===== config.mk =====
export PLATFORM = sky130hd
export DESIGN_NAME = data_mem_responder_flat
export DESIGN_NICKNAME = d
export VERILOG_FILES = /design/src/rtl/dmem_pkg.sv /design/src/rtl/data_mem_responder_if.sv /design/src/rtl/dmem_array.sv /design/src/rtl/data_mem_responder.sv /design/src/flat_wrapper.sv
export SDC_FILE = /design/constraint.sdc
export NUM_CORES = 2
export LEC_CHECK = 0
export BUFFER_PORTS_ARGS = -buffer_cell sky130_fd_sc_hd__buf_2
export CORE_MARGIN = 5
export CORE_UTILIZATION = 35
export DETAILED_ROUTE_END_ITERATION = 8
export HOLD_SLACK_MARGIN = 0.03
export PLACE_DENSITY_LB_ADDON = 0.12
export RECOVER_POWER = 100
export SLEW_MARGIN = 20
export SYNTH_ARGS = -nofsm -noshare
export SYNTH_HDL_FRONTEND = slang
export SYNTH_SLANG_ARGS = --single-unit

===== constraint.sdc =====
create_clock -name clk -period 6.9 [get_ports clk]
set_input_delay 1.38 -clock clk [delete_from_list [all_inputs] [get_ports clk]]
set_output_delay 1.38 -clock clk [all_outputs]
set_load 0.01 [all_outputs]

===== src/rtl/dmem_pkg.sv =====
// rtl/dmem_pkg.sv - shared types and constants for the data memory responder
package dmem_pkg;

  typedef enum logic [1:0] {
    IDLE = 2'd0,
    WAIT = 2'd1,
    RESP = 2'd2
  } dmem_state_e;

  localparam int LANE_W = 8;

  // Read latency is held in a small down-counter, so only 1..4 is supported.
  function automatic bit read_lat_ok(input int lat);
    return (lat >= 1) && (lat <= 4);
  endfunction

endpackage


===== src/rtl/data_mem_responder_if.sv =====
// rtl/data_mem_responder_if.sv - load/store request/response bus between MEM stage and responder
interface data_mem_responder_if #(
  parameter int ADDR_W = 16,
  parameter int DATA_W = 16
);
  logic              req_valid;
  logic              req_ready;
  logic              req_write;
  logic [ADDR_W-1:0] req_addr;
  logic [DATA_W-1:0] req_wdata;
  logic [1:0]        req_byte_en;
  logic              resp_valid;
  logic [DATA_W-1:0] resp_rdata;
  logic              resp_err;
  logic              busy;

  modport master (
    output req_valid, req_write, req_addr, req_wdata, req_byte_en,
    input  req_ready, resp_valid, resp_rdata, resp_err, busy
  );

  modport slave (
    input  req_valid, req_write, req_addr, req_wdata, req_byte_en,
    output req_ready, resp_valid, resp_rdata, resp_err, busy
  );
endinterface


===== src/rtl/dmem_array.sv =====
// rtl/dmem_array.sv - single-port word array, byte-masked write, one-cycle registered read
module dmem_array
  import dmem_pkg::*;
#(
  parameter int DATA_W     = 16,
  parameter int DEPTH_LOG2 = 8
) (
  input  logic                       clk,
  input  logic                       en_i,
  input  logic                       we_i,
  input  logic [DATA_W/LANE_W-1:0]   be_i,
  input  logic [DEPTH_LOG2-1:0]      addr_i,
  input  logic [DATA_W-1:0]          wdata_i,
  output logic [DATA_W-1:0]          rdata_o
);
  localparam int LANES = DATA_W / LANE_W;
  localparam int DEPTH = 1 << DEPTH_LOG2;

  logic [DATA_W-1:0] mem_q [DEPTH];
  logic [DATA_W-1:0] rdata_q;

  // Read data is only updated by a read, so it holds steady through the wait states.
  always_ff @(posedge clk) begin
    if (en_i) begin
      if (we_i) begin
        for (int i = 0; i < LANES; i++) begin
          if (be_i[i]) begin
            mem_q[addr_i][i*LANE_W +: LANE_W] <= wdata_i[i*LANE_W +: LANE_W];
          end
        end
      end else begin
        rdata_q <= mem_q[addr_i];
      end
    end
  end

  assign rdata_o = rdata_q;
endmodule


===== src/rtl/data_mem_responder.sv =====
// rtl/data_mem_responder.sv - one-outstanding load/store responder with fixed read latency
module data_mem_responder
  import dmem_pkg::*;
#(
  parameter int ADDR_W     = 16,
  parameter int DATA_W     = 16,
  parameter int DEPTH_LOG2 = 8,
  parameter int READ_LAT   = 2
) (
  input  logic                  clk,
  input  logic                  rst_n,
  data_mem_responder_if.slave   bus
);
  localparam int CNT_W = 3;

  if (!read_lat_ok(READ_LAT)) begin : g_bad_read_lat
    $error("data_mem_responder: READ_LAT must be in 1..4");
  end

  dmem_state_e          state_q;
  logic [CNT_W-1:0]     cnt_q;
  logic                 err_q;
  logic                 rd_q;

  logic                 accept;
  logic                 addr_err;
  logic                 arr_en;
  logic [DEPTH_LOG2-1:0] word_idx;
  logic [DATA_W-1:0]    arr_rdata;

  assign accept   = bus.req_valid && (state_q == IDLE);
  assign word_idx = bus.req_addr[DEPTH_LOG2:1];
  assign addr_err = bus.req_addr[0] || ((bus.req_addr >> (DEPTH_LOG2 + 1)) != '0);
  // Gated by rst_n so a request held during reset cannot touch the array.
  assign arr_en   = accept && !addr_err && rst_n;

  dmem_array #(
    .DATA_W     (DATA_W),
    .DEPTH_LOG2 (DEPTH_LOG2)
  ) u_array (
    .clk     (clk),
    .en_i    (arr_en),
    .we_i    (bus.req_write),
    .be_i    (bus.req_byte_en),
    .addr_i  (word_idx),
    .wdata_i (bus.req_wdata),
    .rdata_o (arr_rdata)
  );

  always_ff @(posedge clk) begin
    if (!rst_n) begin
      state_q <= IDLE;
      cnt_q   <= '0;
      err_q   <= 1'b0;
      rd_q    <= 1'b0;
    end else begin
      case (state_q)
        IDLE: begin
          if (accept) begin
            err_q <= addr_err;
            rd_q  <= !bus.req_write && !addr_err;
            if (!bus.req_write && !addr_err && (READ_LAT > 1)) begin
              state_q <= WAIT;
              cnt_q   <= CNT_W'(READ_LAT - 1);
            end else begin
              state_q <= RESP;
            end
          end
        end
        WAIT: begin
          cnt_q <= cnt_q - 1'b1;
          if (cnt_q == CNT_W'(1)) begin
            state_q <= RESP;
          end
        end
        RESP: begin
          state_q <= IDLE;
          cnt_q   <= '0;
          err_q   <= 1'b0;
          rd_q    <= 1'b0;
        end
        default: begin
          state_q <= IDLE;
          cnt_q   <= '0;
          err_q   <= 1'b0;
          rd_q    <= 1'b0;
        end
      endcase
    end
  end

  assign bus.req_ready  = (state_q == IDLE);
  assign bus.busy       = (state_q != IDLE);
  assign bus.resp_valid = (state_q == RESP);
  assign bus.resp_err   = (state_q == RESP) && err_q;
  assign bus.resp_rdata = ((state_q == RESP) && rd_q) ? arr_rdata : '0;
endmodule


===== src/flat_wrapper.sv =====
// flat-port wrapper written by rule: the top's interface ports become plain ports
module data_mem_responder_flat import dmem_pkg::*;
#(
  parameter int ADDR_W     = 16,
  parameter int DATA_W     = 16,
  parameter int DEPTH_LOG2 = 8,
  parameter int READ_LAT   = 2
)
  (clk, rst_n, bus_req_valid, bus_req_write, bus_req_addr, bus_req_wdata, bus_req_byte_en, bus_req_ready, bus_resp_valid, bus_resp_rdata, bus_resp_err, bus_busy);
  data_mem_responder_if #(.ADDR_W(ADDR_W), .DATA_W(DATA_W)) bus_i ();
  input  logic clk;
  input  logic rst_n;
  input wire logic [$bits(bus_i.req_valid)-1:0] bus_req_valid;
  input wire logic [$bits(bus_i.req_write)-1:0] bus_req_write;
  input wire logic [$bits(bus_i.req_addr)-1:0] bus_req_addr;
  input wire logic [$bits(bus_i.req_wdata)-1:0] bus_req_wdata;
  input wire logic [$bits(bus_i.req_byte_en)-1:0] bus_req_byte_en;
  output wire logic [$bits(bus_i.req_ready)-1:0] bus_req_ready;
  output wire logic [$bits(bus_i.resp_valid)-1:0] bus_resp_valid;
  output wire logic [$bits(bus_i.resp_rdata)-1:0] bus_resp_rdata;
  output wire logic [$bits(bus_i.resp_err)-1:0] bus_resp_err;
  output wire logic [$bits(bus_i.busy)-1:0] bus_busy;
  assign bus_i.req_valid = bus_req_valid;
  assign bus_i.req_write = bus_req_write;
  assign bus_i.req_addr = bus_req_addr;
  assign bus_i.req_wdata = bus_req_wdata;
  assign bus_i.req_byte_en = bus_req_byte_en;
  assign bus_req_ready = bus_i.req_ready;
  assign bus_resp_valid = bus_i.resp_valid;
  assign bus_resp_rdata = bus_i.resp_rdata;
  assign bus_resp_err = bus_i.resp_err;
  assign bus_busy = bus_i.busy;
  data_mem_responder #(.ADDR_W(ADDR_W), .DATA_W(DATA_W), .DEPTH_LOG2(DEPTH_LOG2), .READ_LAT(READ_LAT)) u_core (.clk(clk), .rst_n(rst_n), .bus(bus_i));
endmodule

-- After elaboration in Yosys (flattened, before gate mapping)
Memory sizes are Yosys's and may differ from the RTL's. A register that Yosys moved wholly into a read port is not among the register bits.
Index checks and enable logic that the tools add are counted.
- equality and inequality tests: 6
- add/sub/neg operators: 1
- multiplexer cells: 20
- bitwise logic cells: 2
- reductions and logical operators: 16
- operator list (kind ; number):
    $mux 16 ; 1
    $reduce_bool 16->1 ; 1
    $mux 1 ; 10
    $reduce_and 2->1 ; 4
    $logic_and 1x1->1 ; 6
    $mux 2 ; 3
    $mux 3 ; 2
    $ne 2x1->1 const B ; 3
    $pmux 3 s2 ; 1
    $pmux 1 s2 ; 2
    $pmux 2 s2 ; 1
    $eq 3x1->1 const B ; 1
    $sub 3x1->3 const B ; 1
    $eq 2x1->1 const B ; 1
    $eq 2x2->1 const B ; 1
    $logic_not 1->1 ; 2
    $logic_not 2->1 ; 1
    $not 1->1 ; 2
    $reduce_bool 2->1 ; 1
    $logic_or 1x1->1 ; 1
- input bits: 38
- memory bits (writable): 4096
- word-level logic and storage cells: 50
- memories: 1
- register bits after elaboration: 7
- output and inout bits: 20
- memory list (memory ; words ; bits a word ; read ports ; clocked after memory_dff ; wr ports ; line ; text):
    u_core.u_array.mem_q ; 256 ; 16 ; 1 ; 1 ; 1 ; dmem_array.sv:19 ; logic [DATA_W-1:0] mem_q [DEPTH];

-- Depth between registers and ports, before layout
- depth after elaboration: 7
- gate-level depth with buffers: 9
- gate-level depth less buffers: 5

-- Hierarchy
A second synthesis with hierarchy kept.
- cells, all modules: 7095
- area total of the unflattened synthesis: 157139.5 µm²
- by module, submodules not included (module ; seq. area each (µm²) ; area an instance (µm²) ; cells each ; times used):
    dmem_array ; 123478.4 ; 156641.5 ; 7032 ; 1
    data_mem_responder ; 140.1 ; 498.0 ; 63 ; 1

-- Worst setup path after synthesis
OpenSTA, ideal clock, no wires.
- path kind: input to register
- start point: input port bus_req_addr[14]
- end point: memory u_core.u_array.mem_q[11][10] (enable)
- data arrival time: 3.344 ns
- setup time: 0.370 ns
- path buffers: 3
- required time: 6.530 ns
- slack: 3.186 ns
- stages on the path: 8
- path through: or4_1 -> nor2_1 -> and4_1 -> clkbuf_2 -> buf_6 -> nand3_4 -> buf_2 -> nor2_1
- word-level cells in the longest chain between the ends: 7
- RTL lines (element ; line ; text):
    from (decl) ; flat_wrapper.sv:15 ; input wire logic [$bits(bus_i.req_addr)-1:0] bus_req_addr;
    $reduce_bool 16->1 ; data_mem_responder.sv:33 ; assign addr_err = bus.req_addr[0] || ((bus.req_addr >> (DEPTH_LOG2 + 1)) != '0);
    $logic_or 1x1->1 ; data_mem_responder.sv:33 ;
    $logic_not 1->1 ; data_mem_responder.sv:35 ; assign arr_en = accept && !addr_err && rst_n;
    $logic_and 1x1->1 (2 in a row) ; data_mem_responder.sv:35 ;
    $mux 1 ; dmem_array.sv:24 ; if (en_i) begin
    $mux 1 (implied by the code) ; dmem_array.sv:28 ; mem_q[addr_i][i*LANE_W +: LANE_W] <= wdata_i[i*LANE_W +: LANE_W];
    to (decl) ; dmem_array.sv:19 ;
Every way passes these cells.

-- Worst setup path after layout
- start point: input port bus_req_addr[14]
- end point: memory u_core.u_array.mem_q[235][5] (enable)
The elaborated chain is that of the path after synthesis.

==> results.cfg <==
[floorplan]
initial_core_util_pct = 35.1
ios = 58
rows = 246
fp.dieH_microns = 681
die-area_sq_um = 464000
die_w_microns = 681
core-area_sq_um = 449000

[global_routing]
grt_pass1_wl_microns = 622000
grt_pass1_vias = 77400
grt_overflow = 0
grt_max_degree = 172
grt_usage_pct = 18.8
antenna_found_initial = 30

[finish]
fin_util_pct = 39.9
seq_area_sq_um = 124000
instances_no_fill = 13700
fillers = 39800
nNetsFinal = 7426
multi_input_area_sq_um = 31800
areaGrowthSynthToFinish_pct = 13.7
drive_gt1_share_pct = 24.4

[synth]
synth_enable_flop_cells = 4112
syn-num-nets = 7136
syn_area_sq_um = 158000
synthFlopType = edfxtp_1
synth-seq-cells = 4119
synth_compound_area_share_pct = 3.64
async_reset_ff_share_pct = 0
synth_seq_area_share_pct = 78.4
synthAdderAreaFrac_pct = 0.0159
synth.top_cell.area_share_pct = 78.4
muxShareOfSynthArea_pct = 14.6
synthTopCellsByArea = edfxtp_1 78%, mux4_2 15%, a22oi_1 2.4%
synth_top_family_by_area = multiplexers
yosysUniqueCellTypes = 35
synth.avg_cell_area_sq_um = 22.2
syn_inst = 7096
yosysTopAreaCell = edfxtp_1
synth_xor_area_share_pct = 0.00556
yosys.area_share.simple_pct = 1.84
ys_warn_count = 0

[drt]
drt-initial-drc-count = 7353
viasPerCell = 5.45
vias = 74700
ant_nets = 0
dr.pass1.iters = 5
wirelength_microns = 443000
wl_per_cell_microns = 32.3
drc_errors = 0

[placed_design]
dp_cells = 12900
gp_congestion = 0.788
port_buffers = 57
dp_hpwl_microns = 257000

[clock_tree]
cts_buffers = 437
cts_htree_levels = 5
cts_root_buf = clkbuf_16
cts_max_path_buffers = 4
cts_sinks = 4119
cts_setup_buffers = 0
cts_resized = 0
clk-insertion-delay-late_ps = 970
cts_tree = built
clkTransAtPathRegs_ps = 60
holdBufCountCts = 0

[power]
power.share.switching_pct = 21.5
finalPower_mw = 52.6
comb_power_share_pct = 4.4
p_leak_nw = 53.5
intPower_mw = 41.3
p_sw_mw = 11.3
power_density_nw_per_um2 = 294
pwr-share-clk_pct = 43.2
vdd_drop_max_uv = 203
seqPwrFrac_pct = 52.4

[worst_hold_path]
hold_depth = 2
min_path_type = flip-flop to flip-flop
whs_endpoint = u_core.rd_q$_SDFFE_PN0P_
hold_path_startpoint = u_core.rd_q$_SDFFE_PN0P_

[timing]
hold_viol_final = 0
drv_slew = 1863
fmax_ghz = 0.178
post-route-min-period_ps = 5630
skew_ps = 37.4
post-route-period-util_pct = 81.6
finalSetupViolCount = 0
max-slew-margin-rel_pct = -255
finalSetupTns_ps = 0
worst_slew_pin_slew_ps = 5320
rsz0062_at_grt = no

[critical_path]
rr_worst_depth = 7
r2r_start = u_core.state_q[0]$_SDFFE_PN0P_
r2r-end = u_core.u_array.mem_q[251][0]$_DFFE_PP_
arrival_ps = 6220
critPathMaxFanout = 15
cp-start-kind = primary input
end_kind = flip-flop
reg2reg_slack_ps = 1420
path_class = primary input to flip-flop
critPathRequiredTime_ps = 7480

[status]
violations = max-capacitance violations, max-slew violations
status = finished, violations left

[job]
drv_cap = 31
## per-layer routing
layer  up-vias  GRT usage [%]  share of wire [%]
met2      2374           30.8                 49
met3       641           2.76                5.5
met5         -              0              0.017
met1     40800           26.5                 43
met4        12           5.02                3.0
li1      30800              -                  -
## worst max-delay path, stage by stage
cell and delay, ps:
buf_2 90, or4_1 580, nor2_1 280, and4_1 770, buf_4 320, nand4_1 140, clkbuf_1 1340, nor2_1 1250
## synth_stat cells (4+ instances only)
cell type / instances
nand4_1: 24
nand3_1: 12
buf_1: 50
edfxtp_1: 4112
buf_2: 94
nand2_1: 25
nand2b_1: 5
nor2b_1: 13
nor2_1: 519
nand3_4: 19
a21oi_1: 258
and3_1: 17
mux4_2: 1024
and2_1: 4
o41ai_1: 64
dfxtp_1: 7
a22oi_1: 514
buf_4: 11
buf_6: 43
inv_1: 4
clkbuf_1: 258
## stage by stage
step	setup slack, ps	hold slack, ps	instance area (sq um)
after CTS	2400	499	180000
after detailed placement	1320	484	166000
final	1270	499	179000
after global placement	1380	490	166000
after global routing	1200	540	179000
after floorplan	3190	466	158000
## kinds of logic after synthesis
| logic type | after synthesis |
|---|---|
| DFF | 4119 |
| and+or+nand+nor | 648 |
| adders and majority gates | 2 |
| muxes | 1025 |
| xor gates and xnor gates | 1 |
| AOI/OAI and AO/OA | 839 |
| buffers and inverters | 462 |
## flip-flops by register name, indices dropped and copies added (netlist names)
register and count:
u_core.u_array.mem_q 4096, u_core.err_q 1, u_core.state_q 2, u_core.cnt_q 3, u_core.rd_q 1, u_core.u_array.rdata_o 16
## how the worst max path moves through the flow
stage	startpoint	end	depth (start not counted)
after global placement	bus_req_addr[10]	u_core.u_array.mem_q[8][3]$_DFFE_PP_	7
final	bus_req_addr[14]	u_core.u_array.mem_q[235][5]$_DFFE_PP_	8
after global routing	bus_req_addr[1]	u_core.u_array.rdata_o[2]$_DFFE_PP_	9
after floorplan	bus_req_addr[14]	u_core.u_array.mem_q[11][10]$_DFFE_PP_	8
after CTS	bus_req_addr[14]	u_core.u_array.mem_q[184][2]$_DFFE_PP_	7
after detailed placement	bus_req_addr[14]	u_core.u_array.mem_q[8][3]$_DFFE_PP_	7
## final cells by class
class                      instances  share of cell area (%)
inverter                           4                 0.00838
antenna                           11                  0.0154
clock buffer                     533                    6.39
clock inverter                   267                    1.27
sequential                      4119                    69.0
tap                             5952                    4.15
multi-input combinational       2515                    17.8
timing repair buffer             309                    1.45
## power by group through the flow
| stage | registers [mW] | logic, mW | clock network [mW] |
|---|---|---|---|
| after global placement | 28.1 | 2.38 | 0 |
| after detailed placement | 28.1 | 2.39 | 0 |
| after CTS | 27.5 | 2.39 | 23.3 |
| after floorplan | 28.1 | 1.17 | 0 |
| final | 27.6 | 2.31 | 22.8 |
| after global routing | 27.6 | 2.46 | 24.3 |
## placed cells by master (no fill, tap or decap), drive strengths merged
cell type      Yosys  layout
o41ai             64      64
inv                4      16
a211oi             2       2
dlymetal6s4s       0       1
clkbuf           260     622
and4               2       2
nor3               1       1
edfxtp          4112    4112
a31o               1       1
clkinv             0     206
bufinv             0      33
and2               5       5
clkdlybuf4s25      0       1
xor2               1       1
nand2             25      25
nand2b             5       5
diode              0      11
dfxtp              7       7
clkinvlp           0      16
or4                2       2
nand3b             1       1
ha                 2       2
buf              198     218
a21oi            258     258
nor2b             13      13
a22oi            514     514
mux2i              1       1
nand4             24      24
nand3             32      32
nor2             520     520
or2                1       1
and3              17      17
mux4            1024    1024
Power figures use the tool's default switching activity.
